==> src/rtl/led_pattern_seq.sv <==
// LED pattern memory and sequencer: DEPTH x WIDTH register file with a
// registered read port driven by manual selection or prescaled auto stepping.
module led_pattern_seq #(
    parameter int WIDTH = 2,
    parameter int DEPTH = 8,
    parameter int DIV_W = 16,
    localparam int AW   = $clog2(DEPTH)
) (
    input  logic             clk,
    input  logic             rst,
    input  logic             wr_en,
    input  logic [AW-1:0]    wr_addr,
    input  logic [WIDTH-1:0] wr_data,
    input  logic [1:0]       mode,
    input  logic [AW-1:0]    man_sel,
    input  logic [AW-1:0]    last,
    input  logic [DIV_W-1:0] tick_div,
    input  logic             start,
    input  logic             stop,
    output logic [WIDTH-1:0] pat_out,
    output logic [AW-1:0]    cur_idx,
    output logic             busy,
    output logic             done
);

    typedef enum logic [1:0] {
        ST_IDLE = 2'b00,
        ST_RUN  = 2'b01,
        ST_DONE = 2'b10
    } state_t;

    localparam logic [1:0] MODE_LOOP    = 2'b01;
    localparam logic [1:0] MODE_ONESHOT = 2'b10;

    state_t             state_q, state_d;
    logic [AW-1:0]      idx_q, idx_d;
    logic [DIV_W-1:0]   count_q, count_d;
    logic [1:0]         mode_q, mode_d;
    logic [WIDTH-1:0]   pat_q, pat_d;
    logic [AW-1:0]      cur_idx_q, cur_idx_d;
    logic               busy_q, busy_d;
    logic               done_q, done_d;
    logic [WIDTH-1:0]   mem_q [DEPTH];
    logic [WIDTH-1:0]   mem_d [DEPTH];

    logic               start_ok_s;
    logic               step_s;
    logic               at_last_s;
    logic [AW-1:0]      man_idx_s;
    logic [AW-1:0]      rd_idx_s;

    // Shared qualifiers for the FSM and datapath.
    always_comb begin
        start_ok_s = start && !stop && ((mode == MODE_LOOP) || (mode == MODE_ONESHOT));
        step_s     = (count_q == tick_div);
        at_last_s  = (idx_q >= last);
        // Legacy selector: 0 picks the top entry, k picks entry k-1.
        man_idx_s  = (man_sel == {AW{1'b0}}) ? AW'(DEPTH - 1) : (man_sel - AW'(1));
    end

    // Pattern memory next value: one entry replaced per write strobe.
    always_comb begin
        for (int i = 0; i < DEPTH; i++) begin
            mem_d[i] = (wr_en && (wr_addr == AW'(i))) ? wr_data : mem_q[i];
        end
    end

    // Pattern memory storage, cleared by reset.
    always_ff @(posedge clk or posedge rst) begin
        if (rst) begin
            for (int i = 0; i < DEPTH; i++) begin
                mem_q[i] <= {WIDTH{1'b0}};
            end
        end else begin
            for (int i = 0; i < DEPTH; i++) begin
                mem_q[i] <= mem_d[i];
            end
        end
    end

    // FSM state register.
    always_ff @(posedge clk or posedge rst) begin
        if (rst) begin
            state_q <= ST_IDLE;
        end else begin
            state_q <= state_d;
        end
    end

    // FSM next-state logic; stop always wins over start.
    always_comb begin
        state_d = state_q;
        case (state_q)
            ST_IDLE: begin
                if (start_ok_s) begin
                    state_d = ST_RUN;
                end else begin
                    state_d = ST_IDLE;
                end
            end
            ST_RUN: begin
                if (stop) begin
                    state_d = ST_IDLE;
                end else if (step_s && at_last_s && (mode_q == MODE_ONESHOT)) begin
                    state_d = ST_DONE;
                end else begin
                    state_d = ST_RUN;
                end
            end
            ST_DONE: begin
                if (stop) begin
                    state_d = ST_IDLE;
                end else if (start_ok_s) begin
                    state_d = ST_RUN;
                end else begin
                    state_d = ST_DONE;
                end
            end
            default: begin
                state_d = ST_IDLE;
            end
        endcase
    end

    // Sequencer datapath: index, prescaler and latched mode.
    always_comb begin
        idx_d   = idx_q;
        count_d = count_q;
        mode_d  = mode_q;
        case (state_q)
            ST_IDLE, ST_DONE: begin
                if (start_ok_s) begin
                    mode_d  = mode;
                    idx_d   = {AW{1'b0}};
                    count_d = {DIV_W{1'b0}};
                end else begin
                    idx_d   = idx_q;
                    count_d = count_q;
                end
            end
            ST_RUN: begin
                if (stop) begin
                    idx_d   = idx_q;
                    count_d = count_q;
                end else if (step_s) begin
                    count_d = {DIV_W{1'b0}};
                    if (!at_last_s) begin
                        idx_d = idx_q + AW'(1);
                    end else if (mode_q == MODE_LOOP) begin
                        idx_d = {AW{1'b0}};
                    end else begin
                        // One-shot end: hold the final entry for DONE.
                        idx_d = idx_q;
                    end
                end else begin
                    count_d = count_q + DIV_W'(1);
                end
            end
            default: begin
                idx_d   = {AW{1'b0}};
                count_d = {DIV_W{1'b0}};
            end
        endcase
    end

    // Sequencer datapath registers.
    always_ff @(posedge clk or posedge rst) begin
        if (rst) begin
            idx_q   <= {AW{1'b0}};
            count_q <= {DIV_W{1'b0}};
            mode_q  <= 2'b00;
        end else begin
            idx_q   <= idx_d;
            count_q <= count_d;
            mode_q  <= mode_d;
        end
    end

    // FSM output logic: read index selection with write-first bypass.
    always_comb begin
        case (state_q)
            ST_IDLE: rd_idx_s = man_idx_s;
            ST_RUN:  rd_idx_s = idx_q;
            ST_DONE: rd_idx_s = idx_q;
            default: rd_idx_s = man_idx_s;
        endcase
        if (wr_en && (wr_addr == rd_idx_s)) begin
            pat_d = wr_data;
        end else begin
            pat_d = mem_q[rd_idx_s];
        end
        cur_idx_d = rd_idx_s;
        busy_d    = (state_d == ST_RUN);
        done_d    = (state_d == ST_DONE);
    end

    // Output registers.
    always_ff @(posedge clk or posedge rst) begin
        if (rst) begin
            pat_q     <= {WIDTH{1'b0}};
            cur_idx_q <= {AW{1'b0}};
            busy_q    <= 1'b0;
            done_q    <= 1'b0;
        end else begin
            pat_q     <= pat_d;
            cur_idx_q <= cur_idx_d;
            busy_q    <= busy_d;
            done_q    <= done_d;
        end
    end

    assign pat_out = pat_q;
    assign cur_idx = cur_idx_q;
    assign busy    = busy_q;
    assign done    = done_q;

endmodule

==> config.mk <==
export PLATFORM = sky130hd
export DESIGN_NAME = led_pattern_seq
export DESIGN_NICKNAME = d
export VERILOG_FILES = /design/src/rtl/led_pattern_seq.sv
export SDC_FILE = /design/constraint.sdc
export NUM_CORES = 1
export LEC_CHECK = 0
export BUFFER_PORTS_ARGS = -buffer_cell sky130_fd_sc_hd__buf_2
export CAP_MARGIN = 20
export CELL_PAD_IN_SITES_DETAIL_PLACEMENT = 1
export CELL_PAD_IN_SITES_GLOBAL_PLACEMENT = 2
export CORE_UTILIZATION = 39
export CTS_BUF_LIST = sky130_fd_sc_hd__clkbuf_8 sky130_fd_sc_hd__clkbuf_16
export DETAILED_ROUTE_END_ITERATION = 6
export PLACE_DENSITY_LB_ADDON = 0.25
export SETUP_SLACK_MARGIN = 0.1
export SLEW_MARGIN = 20
export SYNTH_ARGS = -nofsm -noshare
export SYNTH_HDL_FRONTEND = slang
export SYNTH_SLANG_ARGS = --single-unit
==> constraint.sdc <==
create_clock -name clk -period 3.7 [get_ports clk]
set_clock_uncertainty 0.1 [all_clocks]
set_input_delay 0.185 -clock clk [delete_from_list [all_inputs] [get_ports clk]]
set_output_delay 0.185 -clock clk [all_outputs]
set_load 0.02 [all_outputs]
==> impl_metrics.ini <==
[run_status]
status = finished, final reports clean

[power]
power_per_cell_area_nw_per_um2 = 385
p_total_w = 0.00118
pwr-share-clk = 0.265
switchingPower_w = 0.000367
p_leak_nw = 1.35
seqPwrFrac = 0.513
swShare = 0.311
combPwrFrac = 0.222
cell_internal_pwr_w = 0.000815
irDropWorstVdd_mv = 0.159

[die]
dieArea_um2 = 7310
io_pins = 41
initial_core_util = 0.402
core_region_area_um2 = 6760
rows = 30
chipHeight_um = 85.5
die_w_um = 85.5

[yosys]
synth_top_family_by_area = simple AND/OR/NAND/NOR gates
synth.ff_latch_count = 46
synthArstFlopShare = 1.00
synth_compound_area_frac = 0.0847
syn_avg_cell_area_um2 = 10.2
synth-main-ff-cell = dfrtp_1
synth-simple-area-share = 0.200
ys_seq_area_frac = 0.424
ys_types = 46
synth_area_leaders = dfrtp_1 (42%), mux2_2 (9.1%), xnor2_1 (6.1%), ha_1 (5.1%), xor2_1 (4.2%)
synth.largest_area_cell = dfrtp_1
yosysTopAreaCellShare = 0.424
synth-edff-count = 0
yosysWarnings = 0
yosys.area_share.adder = 0.0506
synthCells = 266
syn-cell-area_um2 = 2720
synth_nets = 311
synthMuxAreaShare = 0.0948
synth_xor_area_frac = 0.103

[sta]
drv_slew = 0
timing.hold.ws_ns = 0.0286
hold_violations = 0
slew_headroom = 0.466
setup_viol = 0
fmax_mhz = 373
setup_slack_ns = 1.02
tns_ns = 0
tightest_slew_ns = 0.801
period_share = 0.724
grt_setup_unrepaired = no
min_period_ns = 2.68

[place]
pre_cts_ws_ns = 1.03
placed_area_um2 = 2970
dp_hpwl_mm = 4.83
io_buffers = 40
place.gp.congestion = 0.818

[drt]
via_count = 2112
avgRoutedWirePerCell_um = 16.6
drc = 0
totalWireLength_mm = 6.43
ant_nets = 0
drtIter0Drc = 63
avgViaCountPerCell = 5.46
drt_first_pass_iters = 4

[global_routing]
grt_pass1_vias = 2229
grt_max_degree = 47
overflow = 0
track_usage = 0.203
grt_pass1_wl_mm = 11.5
antenna_found_initial = 0

[critical_path]
r2r-end = pat_out[1]$_DFF_PP0_
critical_path.max_stage_delay_ns = 0.53
reg2regPathDepth = 8
critPathKind = reg -> reg
critPathLaunch = state_q[0]$_DFF_PP0_
r2r-start = state_q[0]$_DFF_PP0_
reg2reg_slack_ns = 1.02
critPathRequiredTime_ns = 3.81
cp.depth = 8
crit_buf_inv = 2
cp-start-kind = register
crit_end = pat_out[1]$_DFF_PP0_
slowest_stage = nor3b_2
critical-path-top-delay-family = simple AND/OR/NAND/NOR gates
crit_chain = inv_1 -> ha_1 -> nor3b_2 -> or2_1 -> inv_2 -> xnor2_1 -> and4_1 -> mux2_2
crit_path_end_kind = register
crit_arrival_ns = 2.79
cp_max_fo = 9

[clock_tree]
cts_tree = built
cts.sinks = 46
cts_buffer_depth = 2
clk_latency_ns = 0.31
htree_levels = 2
clkSlewWorstSetupHoldPaths_ns = 0.09
cts_made_buffers = 5
post-cts-setup-buffers = 0
root_buffer = clkbuf_8

[cells_and_area]
final_cell_mix = dfrtp_1 (46), buf_2 (40), mux2_2 (22)
layout_commonest_cell = dfrtp_1
drive_gt1_frac = 0.257
postLayoutCellArea_um2 = 3070
layout.nets = 351
synthToLayoutAreaGrowth_pct = 12.8
diodes = 0

[hold_path]
holdCritPathClass = in -> reg

[run]
maxCapViolations = 0
[through the flow]
stage / instances / util
5_1_grt: 387 / 0.454
2_1_floorplan: 266 / -
3_3_place_gp: 378 / 0.439
6_report: 387 / 0.454
3_5_place_dp: 378 / 0.439
4_1_cts: 386 / 0.452
[worst min-delay path by stage]
stage	from	endpoint	slack, ns	depth (start not counted)
final	mode[1]	mode_q[0]$_DFFE_PP0P_	0.03	2
after global routing	mode[1]	mode_q[0]$_DFFE_PP0P_	0.05	2
after CTS	mode[1]	mode_q[0]$_DFFE_PP0P_	0.03	2
after detailed placement	mode[1]	mode_q[0]$_DFFE_PP0P_	0.36	2
after global placement	mode[1]	mode_q[0]$_DFFE_PP0P_	0.35	2
after floorplan	mode[1]	mode_q[0]$_DFFE_PP0P_	0.20	1
[layer usage]
metal	track usage	wire, um	vias up
li1	-	-	1027
met1	0.301	3390	1045
met2	0.300	2780	33
met3	0.0331	153	7
met4	0.0682	100	0
met5	0	0	-
[worst register-to-register path, cell delays in order, from the launching register on]
cell	delay [ns]
dfrtp_1	0.39
inv_1	0.07
ha_1	0.37
nor3b_2	0.53
or2_1	0.34
inv_2	0.09
xnor2_1	0.12
and4_1	0.24
mux2_2	0.34
[flip-flops by register name (all words and copies together), names as in the netlist, 2 cells and up]
| name | count |
|---|---|
| mode_q | 2 |
| cur_idx | 3 |
| pat_out | 2 |
| idx_q | 3 |
| mem_q | 16 |
| count_q | 16 |
| state_q | 2 |
[cell usage after synthesis (2+ instances only)]
cell type and count:
a21oi_1 4, nor2_1 21, nor3b_1 10, a2111oi_0 8
nand2b_1 4, nor4_1 4, inv_1 17, and3_1 3
o21ai_0 5, nand3_1 8, buf_6 2, a21o_1 2
nand2_1 15, nor3_1 6, xor2_1 13, xnor2_1 19
nand4b_1 3, mux2_2 22, or3_1 2, ha_1 11
nand4_1 13, clkbuf_1 5, dfrtp_1 46
[cells by family (layout without fill, tap and decap cells)]
logic type | count (synthesis) | after routing
xor+xnor | 32 | 32
mux | 23 | 23
simple gates | 97 | 97
buf+inv | 26 | 67
flops | 46 | 46
fa+ha+maj | 11 | 11
compound gates | 31 | 31
[timing repair]
item,CTS,global route
resized for setup,0,0
hold buffers,0,1
endpoints found under the hold margin,0,46
[final cells by class]
| class | instances | area, um2 |
|---|---|---|
| fill | 797 | 3690 |
| multi-input combinational | 194 | 1450 |
| sequential | 46 | 1150 |
| timing repair buffer | 41 | 210 |
| tap | 80 | 100 |
| clock buffer | 5 | 68.8 |
| inverter | 18 | 68.8 |
| clock inverter | 3 | 17.5 |
[power groups by stage]
stage	clock network (W)	logic, W	registers (W)
detailed placement	0	0.000265	0.000615
finish	0.000313	0.000262	0.000607
global route	0.000342	0.000297	0.000614
floorplan	0	0.000176	0.000616
CTS	0.000323	0.000266	0.000606
global placement	0	0.000258	0.000613
Note: power is estimated with default switching activity, not from simulation.
